[src/rtl/sd_bus_arbiter.sv]
// rtl/sd_bus_arbiter.sv - shares the SPI SD bus between the init engine and the read/write engines
module sd_bus_arbiter #(
   parameter int unsigned GAP_CYCLES    = 8,
   parameter int unsigned BUSY_WAIT_MAX = 15,
   parameter int unsigned RUN_TIMEOUT   = 65535
) (
   input  logic clk,
   input  logic rst_n,
   input  logic sd_init_done,
   input  logic init_cs,
   input  logic init_mosi,
   input  logic rd_req,
   input  logic wr_req,
   output logic rd_start,
   output logic wr_start,
   input  logic rd_busy,
   input  logic wr_busy,
   input  logic rd_cs,
   input  logic rd_mosi,
   input  logic wr_cs,
   input  logic wr_mosi,
   output logic sd_cs,
   output logic sd_mosi,
   output logic grant_wr,
   output logic bus_busy,
   output logic err_timeout
);

   typedef enum logic [2:0] {
      ST_INIT,
      ST_ARB,
      ST_START,
      ST_WAIT_BUSY,
      ST_RUN,
      ST_GAP
   } state_t;

   localparam logic [16:0] GAP_LIM  = 17'(GAP_CYCLES);
   localparam logic [16:0] WAIT_LIM = 17'(BUSY_WAIT_MAX);
   localparam logic [16:0] RUN_LIM  = 17'(RUN_TIMEOUT);
   localparam bit          RUN_WDOG = (RUN_TIMEOUT != 0);

   state_t      state;
   logic [15:0] cnt;
   logic        last_wr;

   logic [16:0] cnt_inc;
   logic [15:0] cnt_sat;
   logic        granted_busy;
   logic        gap_done;
   logic        wait_expired;
   logic        run_expired;
   logic        arb_any;
   logic        arb_pick_wr;

   // Limits compare against the count this cycle would reach, so a state lasts exactly LIM clocks.
   assign cnt_inc      = {1'b0, cnt} + 17'd1;
   assign cnt_sat      = (&cnt) ? cnt : cnt_inc[15:0];
   assign granted_busy = grant_wr ? wr_busy : rd_busy;
   assign gap_done     = (cnt_inc >= GAP_LIM);
   assign wait_expired = (cnt_inc >= WAIT_LIM);
   assign run_expired  = RUN_WDOG && (cnt_inc >= RUN_LIM);
   assign arb_any      = rd_req | wr_req;
   assign arb_pick_wr  = wr_req & (~rd_req | ~last_wr);

   always_ff @(posedge clk or negedge rst_n) begin
      if (!rst_n) begin
         state       <= ST_INIT;
         cnt         <= 16'd0;
         last_wr     <= 1'b0;
         grant_wr    <= 1'b0;
         rd_start    <= 1'b0;
         wr_start    <= 1'b0;
         err_timeout <= 1'b0;
      end else begin
         rd_start    <= 1'b0;
         wr_start    <= 1'b0;
         err_timeout <= 1'b0;
         case (state)
            ST_INIT: begin
               if (sd_init_done) begin
                  state <= ST_GAP;
                  cnt   <= 16'd0;
               end
            end
            ST_ARB: begin
               if (arb_any) begin
                  grant_wr <= arb_pick_wr;
                  last_wr  <= arb_pick_wr;
                  rd_start <= ~arb_pick_wr;
                  wr_start <= arb_pick_wr;
                  state    <= ST_START;
                  cnt      <= 16'd0;
               end
            end
            ST_START: begin
               state <= ST_WAIT_BUSY;
               cnt   <= 16'd0;
            end
            ST_WAIT_BUSY: begin
               if (granted_busy) begin
                  state <= ST_RUN;
                  cnt   <= 16'd0;
               end else if (wait_expired) begin
                  err_timeout <= 1'b1;
                  state       <= ST_GAP;
                  cnt         <= 16'd0;
               end else begin
                  cnt <= cnt_sat;
               end
            end
            ST_RUN: begin
               if (!granted_busy) begin
                  state <= ST_GAP;
                  cnt   <= 16'd0;
               end else if (run_expired) begin
                  // The engine keeps running; only the bus is taken away from it.
                  err_timeout <= 1'b1;
                  state       <= ST_GAP;
                  cnt         <= 16'd0;
               end else begin
                  cnt <= cnt_sat;
               end
            end
            ST_GAP: begin
               if (gap_done) begin
                  state <= ST_ARB;
                  cnt   <= 16'd0;
               end else begin
                  cnt <= cnt_sat;
               end
            end
            default: begin
               state <= ST_INIT;
               cnt   <= 16'd0;
            end
         endcase
      end
   end

   // Reset forces the card idle at once, independent of the clock.
   always_comb begin
      sd_cs    = 1'b1;
      sd_mosi  = 1'b1;
      bus_busy = 1'b1;
      if (rst_n) begin
         bus_busy = (state != ST_ARB);
         case (state)
            ST_INIT: begin
               sd_cs   = init_cs;
               sd_mosi = init_mosi;
            end
            ST_START, ST_WAIT_BUSY, ST_RUN: begin
               sd_cs   = grant_wr ? wr_cs : rd_cs;
               sd_mosi = grant_wr ? wr_mosi : rd_mosi;
            end
            default: begin
               sd_cs   = 1'b1;
               sd_mosi = 1'b1;
            end
         endcase
      end
   end

endmodule

[config.mk]
export PLATFORM = sky130hd
export DESIGN_NAME = sd_bus_arbiter
export DESIGN_NICKNAME = d
export VERILOG_FILES = /design/src/rtl/sd_bus_arbiter.sv
export SDC_FILE = /design/constraint.sdc
export NUM_CORES = 1
export LEC_CHECK = 0
export CAP_MARGIN = 5
export CORE_MARGIN = 2
export CORE_UTILIZATION = 45
export CTS_CLUSTER_DIAMETER = 100
export DETAILED_ROUTE_END_ITERATION = 8
export MAX_ROUTING_LAYER = met4
export PLACE_DENSITY = 0.74
export SYNTH_ARGS = -nofsm -noshare
export SYNTH_HDL_FRONTEND = slang
export SYNTH_SLANG_ARGS = --single-unit
[constraint.sdc]
create_clock -name clk -period 3.4 [get_ports clk]
set_clock_uncertainty 0.2 [all_clocks]
set_input_delay 0.68 -clock clk [delete_from_list [all_inputs] [get_ports clk]]
set_output_delay 0.68 -clock clk [all_outputs]
set_load 0.05 [all_outputs]
# ---- Yosys cells after proc, flatten, opt, wreduce, memory -nomap -nowiden
# Index checks and enable logic that the tools add are counted.
# Widths: inputs -> output; s select.
dict set report totals {
  register_bits 23
  latchBits 0
  mem_bits_rw 0
  mem_bits_ro 0
  input_bits 13
  output_inout_bits 7
  wordCells 67
  mem_count 0
}
dict set report op_classes {
  n_addsub 1
  mul 0
  div 0
  magnitude_cmp 3
  eq_ne 11
  shift 0
  mux 34
  bitwise_logic 6
  reduce_logical 6
}
# operator count
set op_table {}
lappend op_table {{$mux 16} 8}
lappend op_table {{$pmux 16 s5} 1}
lappend op_table {{$ge 17x4->1 const B} 2}
lappend op_table {{$mux 3} 7}
lappend op_table {{$pmux 3 s6} 1}
lappend op_table {{$add 16x1->17 const B} 1}
lappend op_table {{$ge 17x16->1 const B} 1}
lappend op_table {{$reduce_and 16->1} 1}
lappend op_table {{$mux 1} 14}
lappend op_table {{$eq 3x2->1 const B} 2}
lappend op_table {{$eq 3x3->1 const B} 2}
lappend op_table {{$ne 2x2->1 const B} 3}
lappend op_table {{$ne 3x3->1 const B} 2}
lappend op_table {{$pmux 1 s2} 3}
lappend op_table {{$reduce_and 5->1} 1}
lappend op_table {{$reduce_and 2->1} 2}
lappend op_table {{$eq 3x1->1 const B} 1}
lappend op_table {{$logic_not 3->1} 1}
lappend op_table {{$ne 3x1->1 const B} 1}
lappend op_table {{$not 1->1} 3}
lappend op_table {{$reduce_or 3->1} 1}
lappend op_table {{$or 1x1->1} 2}
lappend op_table {{$and 1x1->1} 1}

# ---- Logic depth before layout (Yosys ltp)
# Gate-level depths: netlist (run 1).
dict set report logic_depth {
  word_depth 6
  ltp_mapped 12
  ltp_nobuf 10
}

# ---- Worst setup path before layout (run 1)
# OpenSTA, ideal clock, no wires.
dict set report synth_path {
  path_kind {flip-flop to flip-flop}
  start {register cnt[0]}
  end {register state[0]}
  setup_time_ns 0.126
  arrival_ns 2.776
  required_ns 3.074
  setup_slack_ns 0.298
  stages_incl_launch_ff 12
  path_buffers 3
  period_less_slack_ns 3.102
  path_cell_list {dfrtp_1 > ha_1 > clkbuf_1 > and3_1 > clkbuf_1 > nor3_1 > a31oi_1 > or4_4 > nor4b_4 > a22oi_2 > buf_6 > a221o_1}
}
dict set report synth_between {
  elab_chain_cells 4
  word_cells_on_any_way 8
  classes_between {1 x add/sub; 3 x order compare; 3 x eq/ne; 1 x reduce/logical}
}
# item line
set synth_rtl {}
lappend synth_rtl {{from (decl)} 44} ;# logic [15:0] cnt;
lappend synth_rtl {{from (signal assigned)} 109} ;# cnt <= cnt_sat;
lappend synth_rtl {{from (signal assigned)} 122} ;# cnt <= cnt_sat;
lappend synth_rtl {{from (signal assigned)} 130} ;# cnt <= cnt_sat;
lappend synth_rtl {{$add 16x1->17 *} 57} ;# assign cnt_inc = {1'b0, cnt} + 17'd1;
lappend synth_rtl {{$ge 17x16->1 (tied with other cells)} 62} ;# assign run_expired = RUN_WDOG && (cnt_inc >= RUN_LIM);
lappend synth_rtl {{$ne 3x3->1 (no source line) or $ne 2x2->1 (tied branches)} -}
lappend synth_rtl {{$reduce_and 5->1 (no source line) *} -}
lappend synth_rtl {{to (signal assigned)} 68} ;# state <= ST_INIT;
lappend synth_rtl {{to (signal assigned)} 82} ;# state <= ST_GAP;
lappend synth_rtl {{to (signal assigned)} 92} ;# state <= ST_START;
lappend synth_rtl {{to (decl)} 43} ;# state_t state;
# Mark *: on every way between the ends. The rest lies on a longest branch, timed or not.
# A chain may end at the register's enable or synchronous reset.

# ---- Worst setup path after layout (run 1)
dict set report layout_path {
  start {register cnt[11]}
  end {register state[0]}
}
# The elaborated chain is that of the path after synthesis.

==> qor.csv, run 1 <==
metric;value;unit
status;finished, final reports clean;
Syn Nets;242;
Hold Path Class;register to register;
top cells by count, synth;27 x nand2_1, 23 x dfrtp_1, 21 x nor2_1;
antenna violations before repair;0;
VDD IR-drop max;0.281;mV
clk sinks;23;
port buffer count;19;
DR vias;1741;
post-CTS setup buffer count;0;
Post-DRT Antenna Nets;0;
fin util;0.551;
largest net degree at the start of global routing;24;
share of the synthesized area in the top cell type;0.319;
WHS;0.375;ns
DR iter-0 viols;125;
setup total negative slack;0;ns
vias in the first global route;1575;
Async SR Flop Fraction;1.00;
Post-Syn Area;1810;um2
Crit. End Element;register;
Clock Tree Root;clkbuf_8;
Avg Cell Area, Syn;7.95;um2
most instantiated library cell after synthesis;nand2_1;
Row Count;23;
CP Class;register to register;
Yosys top cell by area;dfrtp_1;
largest cells by area after synthesis;dfrtp_1 32%, nand2_1 5.6%, o21ai_0 5.3%, nor2_1 4.4%, a21oi_1 3.3%;
Worst-Skew Late Latency;0.27;ns
first-pass GRT wire length;7400;um
layout cell share with drive strength beyond 1;0.142;
final period utilization;0.945;
Residual DRC;0;
initial core utilization;0.458;
Max clock buf depth;2;
register-to-register setup slack;0.19;ns
Die Ht;67.3;um
H-tree depth;1;
WL/cell;15.5;um
placeable core area;3940;um2
pwr dens;529;nW/um2
leakage;0.000918;uW
Total GRT Usage;0.220;
Fin. Hold Viols;0;
Congestion Overflow GR;0;
I/O pin cnt;20;
Yosys Warn Count;0;
CTS Buf Count;3;
sequential share of the synthesized area;0.319;
Pre-antenna DRT Iters;4;
Vias/cell;5.86;
DP HPWL;3470;um
post-synthesis cell type count;49;
#FFs+latches synth;23;
Worst-path clk slew;0.09;ns
Max-Cap Viols;0;
Slew Viols, Final;0;
Routed WL;4610;um
Tightest Pin Transition;0.506;ns
Die X;67.3;um
Mapped Cells;227;
Setup-failing EPs final;0;
Critical Path Start Type;register;
final net count;263;
hold buffers post-CTS;0;
crit path time final;3.21;ns
Worst Path Required;3.36;ns
Tot Pwr;1150;uW
Post-synth EDFFs;0;
critical path arrival;3.18;ns
routability cong.;0.876;
RSZ-0062 raised after global routing;no;
crit path max fanout;11;
Rel. slew slack;0.662;
R2R cell count;9;
ant diodes;0;
ys flop type;dfrtp_1;
area delta synth->final;20.3;%
hold depth;2;
Fmax;311;MHz
Die Footprint;4530;um2
CTS tree;done;
# fillers;359;
layout by cell type, fill, tap and decap left out, types with 4 or more instances in the layout:
cell,netlist,routed
or3_1,5,5
dfrtp_1,23,19
xor2_1,6,6
clkdlybuf4s50_1,0,16
a21o_1,4,4
nand3_1,12,12
nand4_1,4,4
nand2_1,27,27
mux2i_1,5,5
buf_4,2,16
a21oi_1,12,12
nor2_1,21,21
dfrtp_2,0,4
o31ai_1,4,4
o21ai_0,19,19
inv_1,6,6
nor3_1,10,10
cell families (layout without fill, tap and decap cells):
| kind of cell | after synthesis | count (layout) | synth area share |
|---|---|---|---|
| simple gates | 104 | 104 | 0.321 |
| compound gates | 62 | 62 | 0.225 |
| buf+inv | 25 | 45 | 0.0644 |
| flops | 23 | 23 | 0.319 |
| xor+xnor | 6 | 6 | 0.0291 |
| mux | 5 | 5 | 0.0277 |
| fa+ha+maj | 2 | 2 | 0.0139 |
final cells by class:
class / instances / area [um2] / area share
clock buffer: 3 / 41.3 / 0.0190
clock inverter: 1 / 5.00 / 0.00230
inverter: 6 / 22.5 / 0.0104
multi-input combinational: 179 / 1120 / 0.516
sequential: 23 / 581 / 0.267
tap: 50 / 62.6 / 0.0288
timing repair buffer: 35 / 340 / 0.157
where the power goes:
| group | internal, uW | switching (uW) | total [uW] |
|---|---|---|---|
| Clock | 82.1 | 97.1 | 179 |
| Sequential | 314 | 80.2 | 394 |
| Combinational | 238 | 337 | 575 |
final timing paths:
path                                  to  startpoint
worst max-delay path            state[0]     cnt[11]
worst min-delay path             cnt[15]     cnt[15]
worst max register to register  state[0]     cnt[11]
worst min register to register   cnt[15]     cnt[15]
max in group asynchronous         cnt[4]       rst_n
min in group asynchronous       state[2]       rst_n
per-stage QoR:
stage	instance area (um2)	worst slack, ns	cells
CTS	2160	0.0492	297
finish	2170	0.187	297
global route	2170	0.0372	297
global placement	2110	0.196	293
detailed placement	2110	0.0223	293
floorplan	1810	0.298	227
worst max-delay path: stages (launching register included):
cell	delay [ns]
dfrtp_1	0.45
nand4_4	0.19
or4_1	0.60
a2111oi_2	0.40
and4_1	0.24
a31oi_1	0.15
a22oi_2	0.24
buf_4	0.20
nand2_1	0.11
a221o_1	0.33
timing repair:
item | CTS | global route
resized for setup | 1 | 5
gates cloned | 0 | 0
setup endpoints to repair | 1 | 3
flip-flops by register name, indices dropped and copies added, names as in the netlist:
signal,cells
err_timeout,1
cnt,16
rd_start,1
last_wr,1
wr_start,1
state,3
layer usage:
layer,up-vias,global-route usage,part of all wire
met1,820,0.290,0.45
met2,41,0.351,0.50
met5,-,-,0
met3,5,0.0317,0.038
met4,0,0.0663,0.011
li1,875,-,-
Note: power is estimated with default switching activity, not from simulation.
==> run 2: changes to the inputs <==
- CORE_UTILIZATION: 45 -> 56
- PLACE_DENSITY: 0.74 -> 0.87
==> run 2 against run 1 <==
Against the previous run:
- fmax is 0.17% lower
- combinational power hardly changed
- clock power is 28% lower
- first-iteration DRC count is 6.4% higher
- sequential power hardly changed
- die area is 19% lower
- sequential cell count stayed put
- design area is 2.2% lower
- global-route usage is 5.2 points higher
- sequential share of layout area is 0.61 points higher
- critical path type unchanged
==> qor.csv, run 2 (synthesis gave the netlist of run 1 again) <==
metric;value;unit;change
pwr dens;515;nW/um2;-2.6%
Worst Path Required;3.44;ns;+0.08 ns
fin util;0.695;;+0.145
Net Sw Power;496;uW;-3.6%
Sequential Power Share;0.360;;+0.017
I/O pin cnt;20;;unchanged
power share of the combinational group;0.523;;+0.022
Post-Layout Cell Count;289;;-2.7%
setup total negative slack;0;ns;unchanged
Worst-Skew Late Latency;0.31;ns;+0.04 ns
post-route cell area;2120;um2;-2.2%
post-CTS setup buffer count;0;;unchanged
Total GRT Usage;0.273;;+0.0522
initial core utilization;0.591;;+0.133
VDD IR-drop max;0.479;mV;+71%
Hold Path Class;register to register;;
ant diodes;0;;unchanged
max reg flops;16;;unchanged
Die X;60.8;um;-9.7%
most common cell after layout, fill and taps aside;nand2_1;;
Max clock buf depth;2;;unchanged
switching fraction of total power;0.454;;+0.00561
Tightest Pin Transition;0.505;ns;-0.000235 ns
DP HPWL;3210;um;-7.4%
hold buffers post-CTS;0;;unchanged
first-pass GRT wire length;7410;um;+0.19%
critical path arrival;3.25;ns;+0.07 ns
clk sinks;23;;unchanged
Die Footprint;3690;um2;-19%
Vias/cell;6.04;;+3.0%
layout cell share with drive strength beyond 1;0.127;;-0.0152
antenna violations before repair;0;;unchanged
vias in the first global route;1683;;+6.9%
worst hold start;cnt[15];;
leakage;0.000897;uW;-2.3%
Clock Tree Root;clkbuf_4;;
H-tree depth;1;;unchanged
Pre-antenna DRT Iters;4;;unchanged
Placed Instances;285;;-2.7%
final net count;261;;-0.76%
status;finished, final reports clean;;
area of the multi-input gates;1110;um2;-0.56%
area delta synth->final;17.6;%;
RSZ-0062 raised after global routing;no;;
Die Ht;60.8;um;-9.7%
Congestion Overflow GR;0;;unchanged
crit path time final;3.22;ns;+0.00549 ns
Most flops, register;cnt;;
Post-DRT Antenna Nets;0;;unchanged
Max-Cap Viols;0;;unchanged
Rel. slew slack;0.662;;about the same
Post-DP Area;2090;um2;-1.1%
Row Count;20;;-13%
Register Area;581;um2;unchanged
Routed WL;4280;um;-7.2%
commonest non-fill, non-tap cells in the layout;27 x nand2_1, 21 x nor2_1, 19 x o21ai_0, 19 x dfrtp_1, 16 x clkdlybuf4s50_1;;
CP Class;register to register;;
Crit. End Element;register;;
Int Pwr;597;uW;-5.8%
largest net degree at the start of global routing;24;;unchanged
Residual DRC;0;;unchanged
R2R Path Start;cnt[0];;
port buffer count;19;;unchanged
Critical Path Start Type;register;;
Worst-path clk slew;0.13;ns;+0.04 ns
Slew Viols, Final;0;;unchanged
placeable core area;3050;um2;-23%
Fmax;311;MHz;-0.17%
CTS Buf Count;3;;unchanged
Fin. Hold Viols;0;;unchanged
routability cong.;1.00;;+14%
DR iter-0 viols;133;;+6.4%
Setup-failing EPs final;0;;unchanged
Clk pwr share;0.117;;-0.039
crit path from;cnt[0];;
DR vias;1745;;+0.23%
CTS tree;done;;
Regs by FF count;cnt: 16 flops, state: 3 flops;;
crit path max fanout;13;;+2
WHS;0.372;ns;-0.00296 ns
final period utilization;0.947;;+0.00161
# fillers;250;;-30%
WL/cell;14.8;um;-4.6%
## run 2: cell count changes in the layout (fill, tap and decap cells not counted), sizes merged
cell	delta
buf	-2
clkbuf	+1
clkinv	-1
## run 2: final cells by class
class | instances | area share
multi-input combinational | 179 | 0.524
timing repair buffer | 33 | 0.153
sequential | 23 | 0.273
clock buffer | 4 | 0.0124
tap | 44 | 0.0259
inverter | 6 | 0.0106
## run 2: path summary, 6_finish.rpt
kind                       cells past startpoint       to  slack [ns]
max                                           10   cnt[5]        0.18
min                                            2  cnt[15]        0.37
max reg2reg                                   10   cnt[5]        0.18
min reg2reg                                    2  cnt[15]        0.37
max in group asynchronous                      2   cnt[6]        2.11
min in group asynchronous                      2   cnt[0]        0.64
## run 2: stage by stage
step,setup slack [ns],total power (uW)
2_1_floorplan,0.298,775
3_3_place_gp,0.232,952
3_5_place_dp,0.159,964
4_1_cts,0.129,1090
5_1_grt,0.0355,1170
6_report,0.182,1090
## run 2: timing repair
item,in CTS,in global routing
resized for setup,0,4
setup endpoints to repair,0,8
endpoints found under the hold margin,0,0
## run 2: power by group through the flow
stage	registers, uW	clock network (uW)	logic (uW)
floorplan	394	0	381
global placement	399	0	553
detailed placement	399	0	565
CTS	393	130	567
global route	408	138	625
finish	394	128	572
## run 2: metal layers
layer	global-route usage	share of wire	up-vias
li1	-	-	868
met1	0.366	0.44	796
met2	0.429	0.47	73
met3	0.0362	0.073	8
met4	0.0839	0.015	0
met5	-	0	-
## run 2: worst max-delay path, stage by stage, from the launching register on
cell and delay, ns:
dfrtp_1 0.40, ha_1 0.27, and3_1 0.30, nor3_1 0.21, a31oi_1 0.08, or4_4 0.54, nor4b_4 0.34, a22oi_2 0.15
buf_4 0.21, or3_1 0.34, o211ai_1 0.10
